===== config.mk =====
export PLATFORM = sky130hd
export DESIGN_NAME = mmio_game_io
export DESIGN_NICKNAME = d
export VERILOG_FILES = /design/src/rtl/mmio_pkg.sv /design/src/rtl/mmio_game_io_led_flash_channel.sv /design/src/rtl/mmio_game_io.sv
export SDC_FILE = /design/constraint.sdc
export NUM_CORES = 1
export LEC_CHECK = 0
export BUFFER_PORTS_ARGS = -buffer_cell sky130_fd_sc_hd__buf_2
export CORE_MARGIN = 3
export CORE_UTILIZATION = 54
export CTS_CLUSTER_DIAMETER = 80
export DETAILED_ROUTE_END_ITERATION = 8
export PLACE_DENSITY = 0.86
export RECOVER_POWER = 100
export SLEW_MARGIN = 20
export SYNTH_ARGS = -nofsm -noshare
export SYNTH_HDL_FRONTEND = slang
export SYNTH_SLANG_ARGS = --single-unit

===== constraint.sdc =====
create_clock -name clock -period 4.8 [get_ports clock]
set_input_delay 0.96 -clock clock [delete_from_list [all_inputs] [get_ports clock]]
set_output_delay 0.96 -clock clock [all_outputs]
set_load 0.005 [all_outputs]

===== src/rtl/mmio_pkg.sv =====
// mmio_pkg: shared constants for the game I/O bridge.
// Holds the decoded address window, LFSR taps, channel-index width and default seed.
`timescale 1ns/1ps
package mmio_pkg;

  // Decoded data-memory addresses
  localparam logic [11:0] RAND_ADDR = 12'd5;
  localparam logic [11:0] LED_ADDR  = 12'd6;
  localparam logic [11:0] BTN_ADDR  = 12'd7;
  localparam logic [11:0] STAT_ADDR = 12'd8;

  // Fibonacci LFSR tap positions
  localparam int LFSR_TAP_A = 31;
  localparam int LFSR_TAP_B = 21;
  localparam int LFSR_TAP_C = 1;
  localparam int LFSR_TAP_D = 0;

  // Width of the channel-index field carried in data[4:1] of an LED store
  localparam int CH_IDX_W = 4;

  localparam logic [31:0] DEFAULT_SEED = 32'hACE1_0001;

  typedef enum logic {
    CH_IDLE = 1'b0,
    CH_LIT  = 1'b1
  } ch_state_e;

  // One LFSR step; a nonzero state never maps to zero
  function automatic logic [31:0] lfsr_next(input logic [31:0] r);
    return {r[30:0], r[LFSR_TAP_A] ^ r[LFSR_TAP_B] ^ r[LFSR_TAP_C] ^ r[LFSR_TAP_D]};
  endfunction

endpackage


===== src/rtl/mmio_game_io_led_flash_channel.sv =====
// led_flash_channel: one LED channel that stays lit for FLASH_CYCLES clocks per flash
// command. A new flash while lit restarts the full duration; an off command darkens it at once.
`timescale 1ns/1ps
module led_flash_channel
  import mmio_pkg::*;
#(
  parameter int FLASH_CYCLES = 50
) (
  input  logic clock,
  input  logic reset,
  input  logic i_flash,
  input  logic i_off,
  output logic o_led,
  output logic o_busy
);

  localparam int CNT_W = $clog2(FLASH_CYCLES + 1);

  ch_state_e        r_state;
  ch_state_e        w_state_next;
  logic [CNT_W-1:0] r_cnt;
  logic [CNT_W-1:0] w_cnt_next;

  // State and down-counter registers
  always_ff @(posedge clock) begin
    if (reset) begin
      r_state <= CH_IDLE;
      r_cnt   <= '0;
    end else begin
      r_state <= w_state_next;
      r_cnt   <= w_cnt_next;
    end
  end

  // Next state: the counter holds the remaining lit cycles including the current one
  always_comb begin
    w_state_next = r_state;
    w_cnt_next   = r_cnt;
    case (r_state)
      CH_IDLE: begin
        if (i_flash) begin
          w_state_next = CH_LIT;
          w_cnt_next   = CNT_W'(FLASH_CYCLES);
        end
      end
      CH_LIT: begin
        if (i_flash) begin
          w_cnt_next = CNT_W'(FLASH_CYCLES);
        end else if (i_off || (r_cnt == CNT_W'(1))) begin
          w_state_next = CH_IDLE;
          w_cnt_next   = '0;
        end else begin
          w_cnt_next = r_cnt - CNT_W'(1);
        end
      end
      default: begin
        w_state_next = CH_IDLE;
        w_cnt_next   = '0;
      end
    endcase
  end

  assign o_led  = (r_state == CH_LIT);
  assign o_busy = (r_state == CH_LIT);

endmodule


===== src/rtl/mmio_game_io.sv =====
// mmio_game_io: memory-mapped bridge between the processor data port and board game I/O.
// Provides an LFSR random source, NUM_CH flash-timed LEDs, sticky button latches and a
// busy register; every other address returns q_ram unchanged.
// Optional feature macro: MMIO_DEBOUNCE_EN adds a per-button debounce stage.
`timescale 1ns/1ps
module mmio_game_io
  import mmio_pkg::*;
#(
  parameter int          NUM_CH          = 4,
  parameter int          FLASH_CYCLES    = 50,
  parameter logic [31:0] SEED            = DEFAULT_SEED,
  parameter int          DEBOUNCE_CYCLES = 8
) (
  input  logic              clock,
  input  logic              reset,
  input  logic              wren,
  input  logic [11:0]       address_dmem,
  input  logic [31:0]       data,
  input  logic [31:0]       q_ram,
  output logic [31:0]       q_dmem,
  input  logic [NUM_CH-1:0] buttons,
  output logic [NUM_CH-1:0] leds
);

  if ((NUM_CH < 1) || (NUM_CH > 16) || (FLASH_CYCLES < 1) || (DEBOUNCE_CYCLES < 1) ||
      (SEED == 32'd0)) begin : g_bad_param
    $error("mmio_game_io: illegal parameter value");
  end

  logic [31:0]       r_lfsr;
  logic [NUM_CH-1:0] r_sync1;
  logic [NUM_CH-1:0] r_sync2;
  logic [NUM_CH-1:0] r_btn_prev;
  logic [NUM_CH-1:0] r_btn_latch;
  logic [NUM_CH-1:0] w_btn_level;
  logic [NUM_CH-1:0] w_rise;
  logic [NUM_CH-1:0] w_clr;
  logic [NUM_CH-1:0] w_flash;
  logic [NUM_CH-1:0] w_off;
  logic [NUM_CH-1:0] w_busy;
  logic              w_led_wr;
  logic              w_btn_wr;

  assign w_led_wr = wren && (address_dmem == LED_ADDR);
  assign w_btn_wr = wren && (address_dmem == BTN_ADDR);

  // Free-running random source
  always_ff @(posedge clock) begin
    if (reset) r_lfsr <= SEED;
    else       r_lfsr <= lfsr_next(r_lfsr);
  end

  // One flash channel per LED; an out-of-range index matches no channel and is dropped
  for (genvar gi = 0; gi < NUM_CH; gi++) begin : g_ch
    assign w_flash[gi] = w_led_wr && data[0] && (data[4:1] == CH_IDX_W'(gi));
    assign w_off[gi]   = w_led_wr && !data[0] && (data[4:1] == CH_IDX_W'(gi));

    led_flash_channel #(
      .FLASH_CYCLES (FLASH_CYCLES)
    ) u_ch (
      .clock   (clock),
      .reset   (reset),
      .i_flash (w_flash[gi]),
      .i_off   (w_off[gi]),
      .o_led   (leds[gi]),
      .o_busy  (w_busy[gi])
    );
  end

  // Two-flop synchroniser for the asynchronous button levels
  always_ff @(posedge clock) begin
    if (reset) begin
      r_sync1 <= '0;
      r_sync2 <= '0;
    end else begin
      r_sync1 <= buttons;
      r_sync2 <= r_sync1;
    end
  end

`ifdef MMIO_DEBOUNCE_EN
  localparam int DB_W = $clog2(DEBOUNCE_CYCLES + 1);

  logic [NUM_CH-1:0] r_deb_level;

  for (genvar gi = 0; gi < NUM_CH; gi++) begin : g_deb
    logic [DB_W-1:0] r_deb_cnt;

    // Debounced level follows the input only after DEBOUNCE_CYCLES consecutive differing samples
    always_ff @(posedge clock) begin
      if (reset) begin
        r_deb_cnt       <= '0;
        r_deb_level[gi] <= 1'b0;
      end else if (r_sync2[gi] == r_deb_level[gi]) begin
        r_deb_cnt <= '0;
      end else if (r_deb_cnt == DB_W'(DEBOUNCE_CYCLES - 1)) begin
        r_deb_cnt       <= '0;
        r_deb_level[gi] <= r_sync2[gi];
      end else begin
        r_deb_cnt <= r_deb_cnt + DB_W'(1);
      end
    end
  end

  assign w_btn_level = r_deb_level;
`else
  assign w_btn_level = r_sync2;
`endif

  assign w_rise = w_btn_level & ~r_btn_prev;
  assign w_clr  = w_btn_wr ? data[NUM_CH-1:0] : '0;

  // Edge detect and sticky latches; a new edge wins over a coincident clear
  always_ff @(posedge clock) begin
    if (reset) begin
      r_btn_prev  <= '0;
      r_btn_latch <= '0;
    end else begin
      r_btn_prev  <= w_btn_level;
      r_btn_latch <= (r_btn_latch & ~w_clr) | w_rise;
    end
  end

  // Combinational read mux over the decoded window
  always_comb begin
    q_dmem = q_ram;
    case (address_dmem)
      RAND_ADDR: q_dmem = r_lfsr;
      BTN_ADDR:  q_dmem = 32'(r_btn_latch);
      STAT_ADDR: q_dmem = 32'(w_busy);
      default:   q_dmem = q_ram;
    endcase
  end

endmodule


== After elaboration in Yosys (flattened, before gate mapping) ==
Index checks and enable logic that the tools add are counted.
Word-level totals
  bits in registers: 76
  input bits: 83
  output and inout bits: 36
  word-level logic and storage cells: 96
Operators by class
  add/subtract/negate cells: 4
  equal/unequal tests: 15
  muxes and demuxes: 34
  bitwise operators: 12
  reductions and logical operators: 18
Operators by type and width (number)
  32-bit case mux with 3 select lines: 1
  6-bit two-way mux: 12
  6-bit case mux with 2 select lines: 4
  12-bit by 3-bit == test with 1-bit output, second input constant: 3
  6-bit by 1-bit == test with 1-bit output, second input constant: 4
  6-bit by 1-bit subtractor with 6-bit output, second input constant: 4
  12-bit by 4-bit == test with 1-bit output, second input constant: 1
  1-bit logical AND: 12
  1-bit two-way mux: 12
  4-bit bitwise AND: 2
  4-bit by 2-bit == test with 1-bit output, second input constant: 2
  2-bit by 1-bit != test with 1-bit output, second input constant: 4
  4-bit NOT: 2
  1-bit case mux with 2 select lines: 4
  4-bit by 1-bit == test with 1-bit output, second input constant: 1
  4-bit logical NOT: 1
  1-bit logical OR: 4
  4-bit two-way mux: 1
  1-bit NOT: 4
  4-bit bitwise OR: 1
  1-bit bitwise XOR: 3
  1-bit logical NOT: 1

== Longest topological paths before layout ==
Gate-level depths: netlist of run 1.
  word-level depth: 8
  depth in mapped cells: 7
  depth with buffers taken out: 7

== By module ==
From an unflattened synthesis of run 1, not the netlist that was laid out.
Second synthesis, totals
  cells, all modules: 369
  area, all modules: 3567.2 um2
Modules (own cells, without submodules)
  mmio_game_io: times used 1, cells an instance 189, area each 1975.6 um2, sequential area each 960.9 um2
  led_flash_channel: times used 4, cells an instance 45, area each 397.9 um2, sequential area each 140.1 um2

== Least setup slack after synthesis of run 1 ==
No wires, ideal clock.
  path type: input port to output port
  start: in address_dmem[5]
  end: out q_dmem[3]
  data arrival time: 2.470 ns
  data required time: 3.840 ns
  path slack: 1.370 ns
  stages: 7
  path buffers: 2
  cell sequence: or4_1 buf_2 nor2_1 o21ai_1 buf_4 a222oi_1 nand2_1
Between the ends
  word-level cells in the longest chain between the ends: 2
  elaborated cells on any way between the ends: 4
  those cells by class: eq/ne: 3; mux: 1
Ends and longest elaborated chain
  start, declared: line mmio_game_io.sv:17  | input logic [11:0] address_dmem,
  12-bit by 4-bit == test with 1-bit output or 12-bit by 3-bit == test with 1-bit output (tied branches): line mmio_game_io.sv:127  | case (address_dmem)
  32-bit case mux with 3 select lines *: line mmio_game_io.sv:127
  end, declared: line mmio_game_io.sv:20  | output logic [31:0] q_dmem,
Every way passes the cells marked *; elsewhere a longest branch is shown, timed or not.

== Worst setup path in the final report of run 1 ==
  start: in address_dmem[5]
  end: out q_dmem[1]
The elaborated chain is that of the path after synthesis.

==> impl_metrics.prom, run 1 <==
# TYPE chip_impl_metric gauge
chip_impl_metric{name="number_of_h_tree_levels",unit=""} 3
chip_impl_info{name="violations",value="max-capacitance violations, max-slew violations"} 1
chip_impl_info{name="worst_hold_path_type",value="reg2reg"} 1
chip_impl_metric{name="pin_count_of_the_biggest_net_entering_global_routing",unit=""} 45
chip_impl_metric{name="fin_util",unit="%"} 67.8
chip_impl_metric{name="worstPathRequired",unit="ns"} 3.84
chip_impl_metric{name="worst_slack",unit="ns"} 0.720
chip_impl_info{name="mostFrequentLayoutCells",value="dfxtp_1, buf_2, nor2b_1"} 1
chip_impl_metric{name="clock_path_buffers",unit=""} 2
chip_impl_metric{name="setup_viol",unit=""} 0
chip_impl_metric{name="ctsResizeCount",unit=""} 0
chip_impl_metric{name="place_congestion",unit=""} 0.870
chip_impl_metric{name="synth_top_area_share",unit="%"} 44.1
chip_impl_metric{name="synth_seq_cells",unit=""} 76
chip_impl_metric{name="fmax",unit="MHz"} 245
chip_impl_metric{name="numClockSinks",unit=""} 76
chip_impl_metric{name="layout-area-overhead-vs-synth",unit="%"} 19.0
chip_impl_metric{name="skew",unit="ns"} 0.00887
chip_impl_info{name="holdCritStartpoint",value="r_sync1[1]"} 1
chip_impl_metric{name="grt.met3_usage",unit="%"} 5.19
chip_impl_metric{name="slew_at_the_pin_closest_to_its_max_slew_limit",unit="ns"} 1.67
chip_impl_metric{name="first_global_vias",unit=""} 3059
chip_impl_metric{name="antenna_cells_inserted",unit=""} 0
chip_impl_metric{name="slack_of_the_worst_reg_to_reg_path",unit="ns"} 2.79
chip_impl_metric{name="final_layout_size_suffix_gt1_share",unit="%"} 22.3
chip_impl_metric{name="fin_area",unit="µm²"} 4110
chip_impl_metric{name="wl_per_cell",unit="µm"} 16.0
chip_impl_metric{name="layout.filler_cells",unit=""} 485
chip_impl_metric{name="drc_errors",unit=""} 0
chip_impl_metric{name="postCtsSetupRepairBufs",unit=""} 0
chip_impl_metric{name="ys_warn_count",unit=""} 0
chip_impl_info{name="cts_tree",value="yes"} 1
chip_impl_info{name="crit_path_start_kind",value="input port"} 1
chip_impl_metric{name="nets",unit=""} 556
chip_impl_metric{name="dp_hpwl",unit="µm"} 6220
chip_impl_metric{name="slew_viol_final",unit=""} 45
chip_impl_metric{name="dpl_cell_area",unit="µm²"} 3930
chip_impl_info{name="synth_top_cells_by_area",value="dfxtp_1, a22o_1, nor2b_1, a21oi_1, ha_1"} 1
chip_impl_metric{name="comb_power_share",unit="%"} 7.8
chip_impl_metric{name="power.share.clock",unit="%"} 42.2
chip_impl_metric{name="antenna_violating_nets_post_route",unit=""} 0
chip_impl_metric{name="post-route-min-period",unit="ns"} 4.08
chip_impl_metric{name="grt_antenna_before_repair",unit=""} 0
chip_impl_metric{name="total_power",unit="mW"} 1.33
chip_impl_info{name="yosysTopAreaCell",value="dfxtp_1"} 1
chip_impl_metric{name="async_flop_share",unit="%"} 0
chip_impl_metric{name="post-place-cells",unit=""} 529
chip_impl_metric{name="grt.met2_usage",unit="%"} 40.6
chip_impl_metric{name="syn_inst",unit=""} 380
chip_impl_metric{name="timing.max_cap.violations",unit=""} 1
chip_impl_metric{name="numCtsBuffers",unit=""} 9
chip_impl_metric{name="synth-edff-count",unit=""} 0
chip_impl_metric{name="top_level_ports",unit=""} 119
chip_impl_metric{name="ff2ff_path_depth",unit=""} 5
chip_impl_metric{name="clock_insertion_delay_worst_skew",unit="ns"} 0.35
chip_impl_metric{name="p_leak",unit="nW"} 1.66
chip_impl_info{name="global_route.peak_usage_layer",value="met2"} 1
chip_impl_metric{name="initial_utilization",unit="%"} 57.0
chip_impl_metric{name="placement.setup.worst_slack",unit="ns"} 0.758
chip_impl_metric{name="vdd_drop_max",unit="µV"} 306
chip_impl_info{name="worstHoldEndpoint",value="r_sync2[1]"} 1
chip_impl_info{name="ys.flop_type",value="dfxtp_1"} 1
chip_impl_metric{name="share_seq_of_total_power",unit="%"} 50.0
chip_impl_metric{name="grt_pass1_wl",unit="µm"} 14000
chip_impl_info{name="cts_root_buffer",value="clkbuf_8"} 1
chip_impl_metric{name="worst_hold_slack",unit="ns"} 0.443
chip_impl_metric{name="fp-row-count",unit=""} 28
chip_impl_metric{name="min_period_over_period",unit="%"} 85.0
chip_impl_metric{name="globalRoute.totalOverflow",unit=""} 0
chip_impl_info{name="worstSetupEndpointType",value="output port"} 1
chip_impl_metric{name="synth_seq_area_share",unit="%"} 44.1
chip_impl_metric{name="drtIter0Drc",unit=""} 223
chip_impl_metric{name="power.density_cell_area",unit="nW/µm²"} 323
chip_impl_info{name="reg2reg_to",value="g_ch[0].u_ch.r_cnt[2]"} 1
chip_impl_info{name="r2r-start",value="g_ch[0].u_ch.o_busy"} 1
chip_impl_info{name="rsz0062_at_grt",value="no"} 1
chip_impl_metric{name="via_count",unit=""} 3192
chip_impl_metric{name="netlist_area",unit="µm²"} 3450
chip_impl_metric{name="power.internal",unit="mW"} 1.02
chip_impl_metric{name="hold_depth",unit=""} 1
chip_impl_metric{name="finalHoldViolations",unit=""} 0
chip_impl_metric{name="chipHeight",unit="µm"} 86.0
chip_impl_metric{name="drt_wl_total",unit="µm"} 8730
chip_impl_metric{name="core_region_area",unit="µm²"} 6060
chip_impl_metric{name="cp_max_fo",unit=""} 32
chip_impl_info{name="run_status",value="finished, violations left"} 1
chip_impl_metric{name="groute.usage.overall",unit="%"} 23.7
chip_impl_metric{name="hold_buffers",unit=""} 0
chip_impl_metric{name="dieArea",unit="µm²"} 7390
chip_impl_metric{name="synth.net_count",unit=""} 471
chip_impl_metric{name="switchingPower",unit="µW"} 309
chip_impl_metric{name="routed_via_density",unit=""} 5.86
chip_impl_metric{name="avgSynthCellArea",unit="µm²"} 9.09
chip_impl_metric{name="synthDistinctLibCells",unit=""} 51
chip_impl_metric{name="relative_slew_margins",unit="%"} -11.6
chip_impl_metric{name="cts.clk_slew.worst_paths",unit="ns"} 0.07
chip_impl_metric{name="portBuffers",unit=""} 91
chip_impl_metric{name="p_sw_share",unit="%"} 23.3
chip_impl_metric{name="setup-tns-final",unit="ns"} 0
chip_impl_metric{name="die_x",unit="µm"} 86.0
chip_impl_metric{name="final_cells",unit=""} 545
chip_impl_metric{name="groute.layer.met1.usage",unit="%"} 28.1
chip_impl_metric{name="arrival",unit="ns"} 3.12
chip_impl_info{name="path_class",value="in2out"} 1
chip_impl_info{name="mostFrequentLayoutCell",value="dfxtp_1"} 1
chip_impl_metric{name="drt_pass1_iterations",unit=""} 8
-- how the worst max path moves through the flow --
| stage | startpoint | to | cells after the start |
|---|---|---|---|
| floorplan | address_dmem[5] | q_dmem[3] | 7 |
| global placement | address_dmem[5] | q_dmem[2] | 7 |
| detailed placement | address_dmem[5] | q_dmem[2] | 7 |
| CTS | address_dmem[5] | q_dmem[1] | 7 |
| global route | address_dmem[5] | q_dmem[1] | 7 |
| finish | address_dmem[5] | q_dmem[1] | 7 |
-- per-layer routing --
metal	wire length [µm]	up-vias
li1	-	1532
met1	3570	1532
met2	4490	109
met3	453	19
met4	212	0
met5	0	-
-- power groups by stage --
| stage | logic [mW] | registers [mW] | clock network (mW) |
|---|---|---|---|
| finish | 0.104 | 0.664 | 0.560 |
| global placement | 0.103 | 0.678 | 0 |
| floorplan | 0.0586 | 0.675 | 0 |
| global route | 0.114 | 0.667 | 0.591 |
| detailed placement | 0.106 | 0.679 | 0 |
| CTS | 0.107 | 0.664 | 0.567 |
-- cell type report --
class	instances	area (µm²)	share of cell area [%]
Sequential cell	76	1520	37.0
Inverter	20	75.1	1.83
Clock buffer	10	138	3.35
Tap cell	75	93.8	2.28
Clock inverter	6	93.8	2.28
Multi-Input combinational cell	265	1750	42.6
Timing Repair Buffer	93	437	10.6
-- sequential cells by signal, summed over array words and instances (netlist names) --
name,count
r_btn_latch,4
r_btn_prev,4
r_sync2,4
g_ch.u_ch.r_cnt,24
g_ch.u_ch.o_busy,4
r_sync1,4
r_lfsr,32
-- critical path: stages --
cell	delay, ns
buf_2	0.10
or4_1	0.70
nor2_1	0.22
o21ai_2	0.36
a222oi_1	0.50
nand2_1	0.11
clkbuf_1	0.15
-- synthesized netlist by cell type (all sizes together), types with 2 or more instances --
cell,number
or3,2
nand3,9
dfxtp,76
buf,9
a22o,28
a211oi,2
o21ai,14
and3,4
or2b,2
nand4,3
nand2b,12
nor2b,36
or3b,2
a21oi,24
clkbuf,10
o31a,3
a222oi,4
or2,8
a21boi,2
xor2,2
inv,20
nor4,9
a22oi,6
a31oi,11
nor3,10
mux2i,3
nor2,20
nand2,23
or4,3
nor4b,2
and3b,2
ha,8
-- cells by family (layout without fill, tap and decap cells) --
| logic type | count (synthesis) | count (layout) | share of synthesized area [%] |
|---|---|---|---|
| and+or+nand+nor | 150 | 150 | 25.8 |
| xor gates and xnor gates | 3 | 3 | 0.761 |
| DFF | 76 | 76 | 44.1 |
| adders and majority gates | 8 | 8 | 2.90 |
| muxes | 4 | 4 | 1.20 |
| AOI/OAI and AO/OA | 100 | 100 | 20.4 |
| buffers and inverters | 39 | 129 | 4.93 |
Note: power is estimated with default switching activity, not from simulation.
==> inputs of run 2 (changes only) <==
Settings changed: RECOVER_POWER 100 to 50.
==> run 2 against run 1 <==
The flow still finishes with violations (max-capacitance violations, max-slew violations). Setup slack improved by 0.087 ns. Register-to-register slack about the same. Sequential cell count did not move. Maximum frequency grew 2.2%. Power barely moved. Combinational power is essentially flat. First-iteration DRC count is 19% lower. Global-route usage is the same. Critical path depth stayed put. Clock power hardly changed. Highest routed layer unchanged.
==> impl_metrics.prom, run 2 (synthesized netlist as in run 1, its figures left out) <==
# TYPE chip_impl_metric gauge
chip_impl_info{name="run_status",value="finished, violations left"} 1
chip_impl_info{name="violations",value="max-capacitance violations, max-slew violations"} 1
chip_impl_info{name="crit_path_frequent_cell",value="buf_2"} 1
chip_impl_metric{name="place_congestion",unit=""} 0.870
chip_impl_info{name="crit_path_start_kind",value="input port"} 1
chip_impl_metric{name="drc_errors",unit=""} 0
chip_impl_metric{name="numClockSinks",unit=""} 76
chip_impl_metric{name="grt.met3_usage",unit="%"} 5.19
chip_impl_metric{name="power.share.clock",unit="%"} 42.0
chip_impl_info{name="registers.top_by_ff_count",value="r_lfsr"} 1
chip_impl_metric{name="slack_of_the_worst_reg_to_reg_path",unit="ns"} 2.80
chip_impl_info{name="reg2reg_to",value="g_ch[0].u_ch.r_cnt[2]"} 1
chip_impl_metric{name="via_count",unit=""} 3205
chip_impl_metric{name="drt_pass1_iterations",unit=""} 5
chip_impl_metric{name="core_region_area",unit="µm²"} 6060
chip_impl_metric{name="comb_power_share",unit="%"} 8.0
chip_impl_metric{name="numCtsBuffers",unit=""} 9
chip_impl_info{name="worst_hold_path_type",value="reg2reg"} 1
chip_impl_info{name="critPathTopFamily",value="simple AND/OR/NAND/NOR gates"} 1
chip_impl_metric{name="worstPathRequired",unit="ns"} 3.84
chip_impl_metric{name="nets",unit=""} 556
chip_impl_metric{name="slew_at_the_pin_closest_to_its_max_slew_limit",unit="ns"} 1.67
chip_impl_metric{name="grt_pass1_wl",unit="µm"} 14000
chip_impl_metric{name="postCtsSetupRepairBufs",unit=""} 0
chip_impl_metric{name="switchingPower",unit="µW"} 307
chip_impl_metric{name="layout.filler_cells",unit=""} 472
chip_impl_metric{name="slowest_delay",unit="ns"} 0.70
chip_impl_metric{name="first_global_vias",unit=""} 3059
chip_impl_metric{name="hold_depth",unit=""} 1
chip_impl_metric{name="power.density_cell_area",unit="nW/µm²"} 321
chip_impl_metric{name="arrival",unit="ns"} 3.03
chip_impl_info{name="mostFrequentLayoutCell",value="buf_2"} 1
chip_impl_metric{name="relative_slew_margins",unit="%"} -11.6
chip_impl_metric{name="clock_insertion_delay_worst_skew",unit="ns"} 0.35
chip_impl_metric{name="final_layout_size_suffix_gt1_share",unit="%"} 27.0
chip_impl_metric{name="vdd_drop_max",unit="µV"} 306
chip_impl_info{name="crit_chain",value="buf_2, or4_1, nor2_1, o21ai_4, a222oi_1, nand2_1, buf_2"} 1
chip_impl_info{name="r2r-start",value="g_ch[0].u_ch.o_busy"} 1
chip_impl_metric{name="finalHoldViolations",unit=""} 0
chip_impl_metric{name="crit_buf_inv",unit=""} 2
chip_impl_metric{name="portBuffers",unit=""} 91
chip_impl_metric{name="min_period_over_period",unit="%"} 83.2
chip_impl_metric{name="setup_viol",unit=""} 0
chip_impl_metric{name="worst_hold_slack",unit="ns"} 0.443
chip_impl_metric{name="initial_utilization",unit="%"} 57.0
chip_impl_metric{name="share_seq_of_total_power",unit="%"} 50.0
chip_impl_metric{name="p_leak",unit="nW"} 1.72
chip_impl_metric{name="antenna_violating_nets_post_route",unit=""} 0
chip_impl_info{name="global_route.peak_usage_layer",value="met2"} 1
chip_impl_metric{name="power.internal",unit="mW"} 1.02
chip_impl_info{name="worstSetupEndpointType",value="output port"} 1
chip_impl_metric{name="ff2ff_path_depth",unit=""} 5
chip_impl_metric{name="hold_buffers",unit=""} 0
chip_impl_info{name="holdCritStartpoint",value="r_sync1[1]"} 1
chip_impl_metric{name="groute.layer.met1.usage",unit="%"} 28.1
chip_impl_metric{name="cts.clk_slew.worst_paths",unit="ns"} 0.07
chip_impl_metric{name="groute.usage.overall",unit="%"} 23.7
chip_impl_metric{name="drt_wl_total",unit="µm"} 8680
chip_impl_metric{name="post-route-min-period",unit="ns"} 3.99
chip_impl_info{name="worstHoldEndpoint",value="r_sync2[1]"} 1
chip_impl_metric{name="grt.met2_usage",unit="%"} 40.6
chip_impl_metric{name="grt_antenna_before_repair",unit=""} 0
chip_impl_metric{name="dp_hpwl",unit="µm"} 6220
chip_impl_metric{name="layout-area-overhead-vs-synth",unit="%"} 20.0
chip_impl_metric{name="p_sw_share",unit="%"} 23.1
chip_impl_info{name="rsz0062_at_grt",value="no"} 1
chip_impl_metric{name="timing.max_cap.violations",unit=""} 1
chip_impl_info{name="crit_path_top_delay_cell",value="or4_1"} 1
chip_impl_info{name="cts_tree",value="yes"} 1
chip_impl_metric{name="antenna_cells_inserted",unit=""} 0
chip_impl_metric{name="slew_viol_final",unit=""} 45
chip_impl_info{name="cts_root_buffer",value="clkbuf_8"} 1
chip_impl_info{name="mostFrequentLayoutCells",value="buf_2, dfxtp_1, nor2b_1"} 1
chip_impl_metric{name="fmax",unit="MHz"} 250
chip_impl_metric{name="die_x",unit="µm"} 86.0
chip_impl_info{name="registers_with_the_highest_flip_flop_counts",value="r_lfsr x32, g_ch.u_ch.r_cnt x24"} 1
chip_impl_metric{name="cp_max_fo",unit=""} 32
chip_impl_metric{name="dieArea",unit="µm²"} 7390
chip_impl_metric{name="clock_path_buffers",unit=""} 2
chip_impl_metric{name="skew",unit="ns"} 0.00826
chip_impl_info{name="path_class",value="in2out"} 1
chip_impl_metric{name="setup-tns-final",unit="ns"} 0
chip_impl_metric{name="top_level_ports",unit=""} 119
chip_impl_metric{name="pin_count_of_the_biggest_net_entering_global_routing",unit=""} 45
chip_impl_metric{name="fp-row-count",unit=""} 28
chip_impl_metric{name="path_depth",unit=""} 7
chip_impl_metric{name="ctsResizeCount",unit=""} 0
chip_impl_metric{name="drtIter0Drc",unit=""} 181
chip_impl_metric{name="chipHeight",unit="µm"} 86.0
chip_impl_metric{name="wl_per_cell",unit="µm"} 15.9
chip_impl_metric{name="number_of_h_tree_levels",unit=""} 3
chip_impl_metric{name="largest_register_ff_count",unit=""} 32
chip_impl_metric{name="routed_via_density",unit=""} 5.88
chip_impl_metric{name="globalRoute.totalOverflow",unit=""} 0
[run 2: worst max path at each step]
stage	startpoint	endpoint	slack (ns)
after floorplan	address_dmem[5]	q_dmem[3]	1.37
after global placement	address_dmem[5]	q_dmem[2]	0.81
after detailed placement	address_dmem[5]	q_dmem[2]	0.76
after CTS	address_dmem[5]	q_dmem[1]	0.69
after global routing	address_dmem[5]	q_dmem[1]	0.66
final	address_dmem[5]	q_dmem[1]	0.81
[run 2: layout make-up]
| class | instances | area (µm²) | share of cell area [%] |
|---|---|---|---|
| clock buffer | 10 | 138 | 3.32 |
| clock inverter | 6 | 93.8 | 2.26 |
| inverter | 20 | 75.1 | 1.81 |
| multi-input combinational | 265 | 1760 | 42.4 |
| sequential | 76 | 1520 | 36.7 |
| tap | 75 | 93.8 | 2.26 |
| timing repair buffer | 93 | 464 | 11.2 |
[run 2: stage by stage]
stage / worst slack [ns] / power (mW) / utilization [%] / std cells / cell area [µm²]
after floorplan: 1.37 / 0.733 / - / 380 / 3450
after global placement: 0.815 / 0.781 / 64.8 / 529 / 3930
after detailed placement: 0.758 / 0.785 / 64.8 / 529 / 3930
after CTS: 0.690 / 1.34 / 68.6 / 545 / 4160
after global routing: 0.664 / 1.37 / 68.4 / 545 / 4140
final: 0.807 / 1.33 / 68.4 / 545 / 4140
[run 2: metal layers]
metal | wire length (µm) | up-vias
met3 | 495 | 21
met1 | 3510 | 1530
li1 | - | 1532
met5 | 0 | -
met2 | 4430 | 122
met4 | 250 | 0
[run 2: worst register-to-register path, cell delays in order, from the launching register on]
cell,delay (ns)
dfxtp_1,0.48
inv_1,0.16
a31oi_1,0.16
a21boi_0,0.70
a21oi_1,0.16
a311oi_1,0.25
[run 2: power by group through the flow]
stage	sequential (mW)	combinational, mW	clock [mW]
after global placement	0.678	0.103	0
after CTS	0.664	0.107	0.567
after floorplan	0.675	0.0586	0
after global routing	0.667	0.116	0.591
final	0.664	0.106	0.558
after detailed placement	0.679	0.106	0
==> inputs of run 3 (changes only) <==
Settings changed: CORE_UTILIZATION 54 to 50, PLACE_DENSITY 0.86 to 0.81.
Clock period 4.8 ns to 4.15 ns, I/O delays scaled along.
==> run 3 against run 2 <==
The run still ends with max-capacitance violations, max-slew violations left. Design area up 0.39%. Via count down 4.8%. Global-route usage down 4.0 points. Die area up 7.4%. Combinational power up 13%. Wire length down 7.7%. Setup slack worse by 0.16 ns. Critical path type unchanged. Critical endpoint is now q_dmem[31]. Highest routed layer unchanged.
==> impl_metrics.prom, run 3 (synthesized netlist as in run 1, its figures left out) <==
# TYPE chip_impl_metric gauge
chip_impl_metric{name="finalHoldViolations",unit=""} 0
chip_impl_metric{name="drtIter0Drc",unit=""} 188
chip_impl_metric{name="drt_pass1_iterations",unit=""} 5
chip_impl_metric{name="min_period_over_period",unit="%"} 84.4
chip_impl_metric{name="final_layout_size_suffix_gt1_share",unit="%"} 27.2
chip_impl_metric{name="core_region_area",unit="µm²"} 6530
chip_impl_info{name="path_class",value="in2out"} 1
chip_impl_metric{name="setup_viol",unit=""} 0
chip_impl_metric{name="layout.filler_cells",unit=""} 535
chip_impl_metric{name="dp_hpwl",unit="µm"} 5860
chip_impl_metric{name="hold_buffers",unit=""} 0
chip_impl_metric{name="fmax",unit="MHz"} 286
chip_impl_metric{name="clock_insertion_delay_worst_skew",unit="ns"} 0.34
chip_impl_info{name="mostFrequentLayoutCell",value="buf_2"} 1
chip_impl_metric{name="numCtsBuffers",unit=""} 9
chip_impl_metric{name="antenna_violating_nets_post_route",unit=""} 0
chip_impl_metric{name="relative_slew_margins",unit="%"} -33.4
chip_impl_metric{name="vdd_drop_max",unit="µV"} 310
chip_impl_metric{name="numClockSinks",unit=""} 76
chip_impl_metric{name="pin_count_of_the_biggest_net_entering_global_routing",unit=""} 53
chip_impl_metric{name="antenna_cells_inserted",unit=""} 0
chip_impl_metric{name="arrival",unit="ns"} 2.67
chip_impl_metric{name="portBuffers",unit=""} 91
chip_impl_info{name="mostFrequentLayoutCells",value="buf_2, dfxtp_1, nor2b_1"} 1
chip_impl_metric{name="slew_at_the_pin_closest_to_its_max_slew_limit",unit="ns"} 2.00
chip_impl_metric{name="grt_pass1_wl",unit="µm"} 12300
chip_impl_metric{name="top_level_ports",unit=""} 119
chip_impl_metric{name="groute.usage.overall",unit="%"} 19.7
chip_impl_metric{name="p_leak",unit="nW"} 1.74
chip_impl_metric{name="total_power",unit="mW"} 1.57
chip_impl_metric{name="via_count",unit=""} 3051
chip_impl_metric{name="worstPathRequired",unit="ns"} 3.32
chip_impl_metric{name="cp_max_fo",unit=""} 28
chip_impl_info{name="crit_path_start_kind",value="input port"} 1
chip_impl_metric{name="largest_register_ff_count",unit=""} 32
chip_impl_info{name="cts_root_buffer",value="clkbuf_8"} 1
chip_impl_metric{name="timing.max_cap.violations",unit=""} 1
chip_impl_metric{name="fin_util",unit="%"} 63.7
chip_impl_metric{name="postCtsSetupRepairBufs",unit=""} 0
chip_impl_metric{name="skew",unit="ns"} 0.00826
chip_impl_metric{name="chipHeight",unit="µm"} 89.1
chip_impl_info{name="worstSetupEndpointType",value="output port"} 1
chip_impl_metric{name="fp-row-count",unit=""} 29
chip_impl_metric{name="grt_antenna_before_repair",unit=""} 0
chip_impl_metric{name="routed_via_density",unit=""} 5.57
chip_impl_metric{name="first_global_vias",unit=""} 2666
chip_impl_metric{name="cts.clk_slew.worst_paths",unit="ns"} 0.08
chip_impl_info{name="violations",value="max-capacitance violations, max-slew violations"} 1
chip_impl_metric{name="clock_path_buffers",unit=""} 2
chip_impl_metric{name="ctsResizeCount",unit=""} 0
chip_impl_metric{name="drc_errors",unit=""} 0
chip_impl_info{name="worst_hold_path_type",value="reg2reg"} 1
chip_impl_metric{name="wl_per_cell",unit="µm"} 14.6
chip_impl_metric{name="number_of_h_tree_levels",unit=""} 3
chip_impl_metric{name="place_congestion",unit=""} 0.931
chip_impl_info{name="run_status",value="finished, violations left"} 1
chip_impl_metric{name="dieArea",unit="µm²"} 7940
chip_impl_info{name="registers.top_by_ff_count",value="r_lfsr"} 1
chip_impl_metric{name="globalRoute.totalOverflow",unit=""} 0
chip_impl_metric{name="power.density_cell_area",unit="nW/µm²"} 377
chip_impl_metric{name="nets",unit=""} 557
chip_impl_metric{name="die_x",unit="µm"} 89.1
chip_impl_info{name="cts_tree",value="yes"} 1
chip_impl_metric{name="drt_wl_total",unit="µm"} 8010
chip_impl_metric{name="layout-area-overhead-vs-synth",unit="%"} 20.5
chip_impl_metric{name="post-route-min-period",unit="ns"} 3.50
chip_impl_info{name="rsz0062_at_grt",value="no"} 1
chip_impl_info{name="registers_with_the_highest_flip_flop_counts",value="r_lfsr x32, g_ch.u_ch.r_cnt x24"} 1
chip_impl_metric{name="setup-tns-final",unit="ns"} 0
chip_impl_metric{name="initial_utilization",unit="%"} 52.9
chip_impl_metric{name="slew_viol_final",unit=""} 53
run 3: cell count changes in the layout (fill, tap and decap cells not counted), sizes merged:
cell	delta
clkinvlp	-1
clkbuf	-1
clkinv	+1
buf	+1
bufinv	+1
run 3: critical path, stage by stage:
cell     delay (ns)
buf_2          0.10
or4_1          0.70
nor2_1         0.23
o21ai_2        0.13
buf_4          0.26
a22o_1         0.27
buf_2          0.13
run 3: final cells by class:
| type | count | area, µm² | area share [%] |
|---|---|---|---|
| tap | 77 | 96.3 | 2.32 |
| timing repair buffer | 94 | 472 | 11.3 |
| multi-input combinational | 265 | 1750 | 42.1 |
| clock buffer | 9 | 124 | 2.98 |
| clock inverter | 7 | 121 | 2.92 |
| sequential | 76 | 1520 | 36.6 |
| inverter | 20 | 75.1 | 1.80 |
run 3: routing by layer:
layer,part of all wire (%),GRT usage [%]
met3,5.0,5.25
met5,0,0
met2,51,33.0
met4,0.81,5.68
met1,43,25.1
run 3: report_power, final:
part           switching (mW)  internal (mW)  total, mW  leakage (nW)
Sequential             0.0148          0.754      0.769         0.620
Combinational          0.0528         0.0674      0.120         0.996
Clock                   0.277          0.404      0.680         0.124
Total                   0.344           1.22       1.57          1.74
run 3: through the flow:
stage	setup slack, ns	hold slack, ns	instances	instance area, µm²
2_1_floorplan	0.980	0.414	380	3450
3_3_place_gp	0.689	0.420	532	3940
3_5_place_dp	0.638	0.424	532	3940
4_1_cts	0.635	0.443	548	4180
5_1_grt	0.561	0.452	548	4160
6_report	0.649	0.441	548	4160
run 3: worst paths after layout:
kind	from	to	slack, ns	cells after the start
setup / recovery	address_dmem[5]	q_dmem[31]	0.65	7
hold / removal	r_sync1[1]	r_sync2[1]	0.44	1
setup reg to reg	g_ch[2].u_ch.r_cnt[1]	g_ch[2].u_ch.r_cnt[2]	2.28	7
hold reg to reg	r_sync1[1]	r_sync2[1]	0.44	1
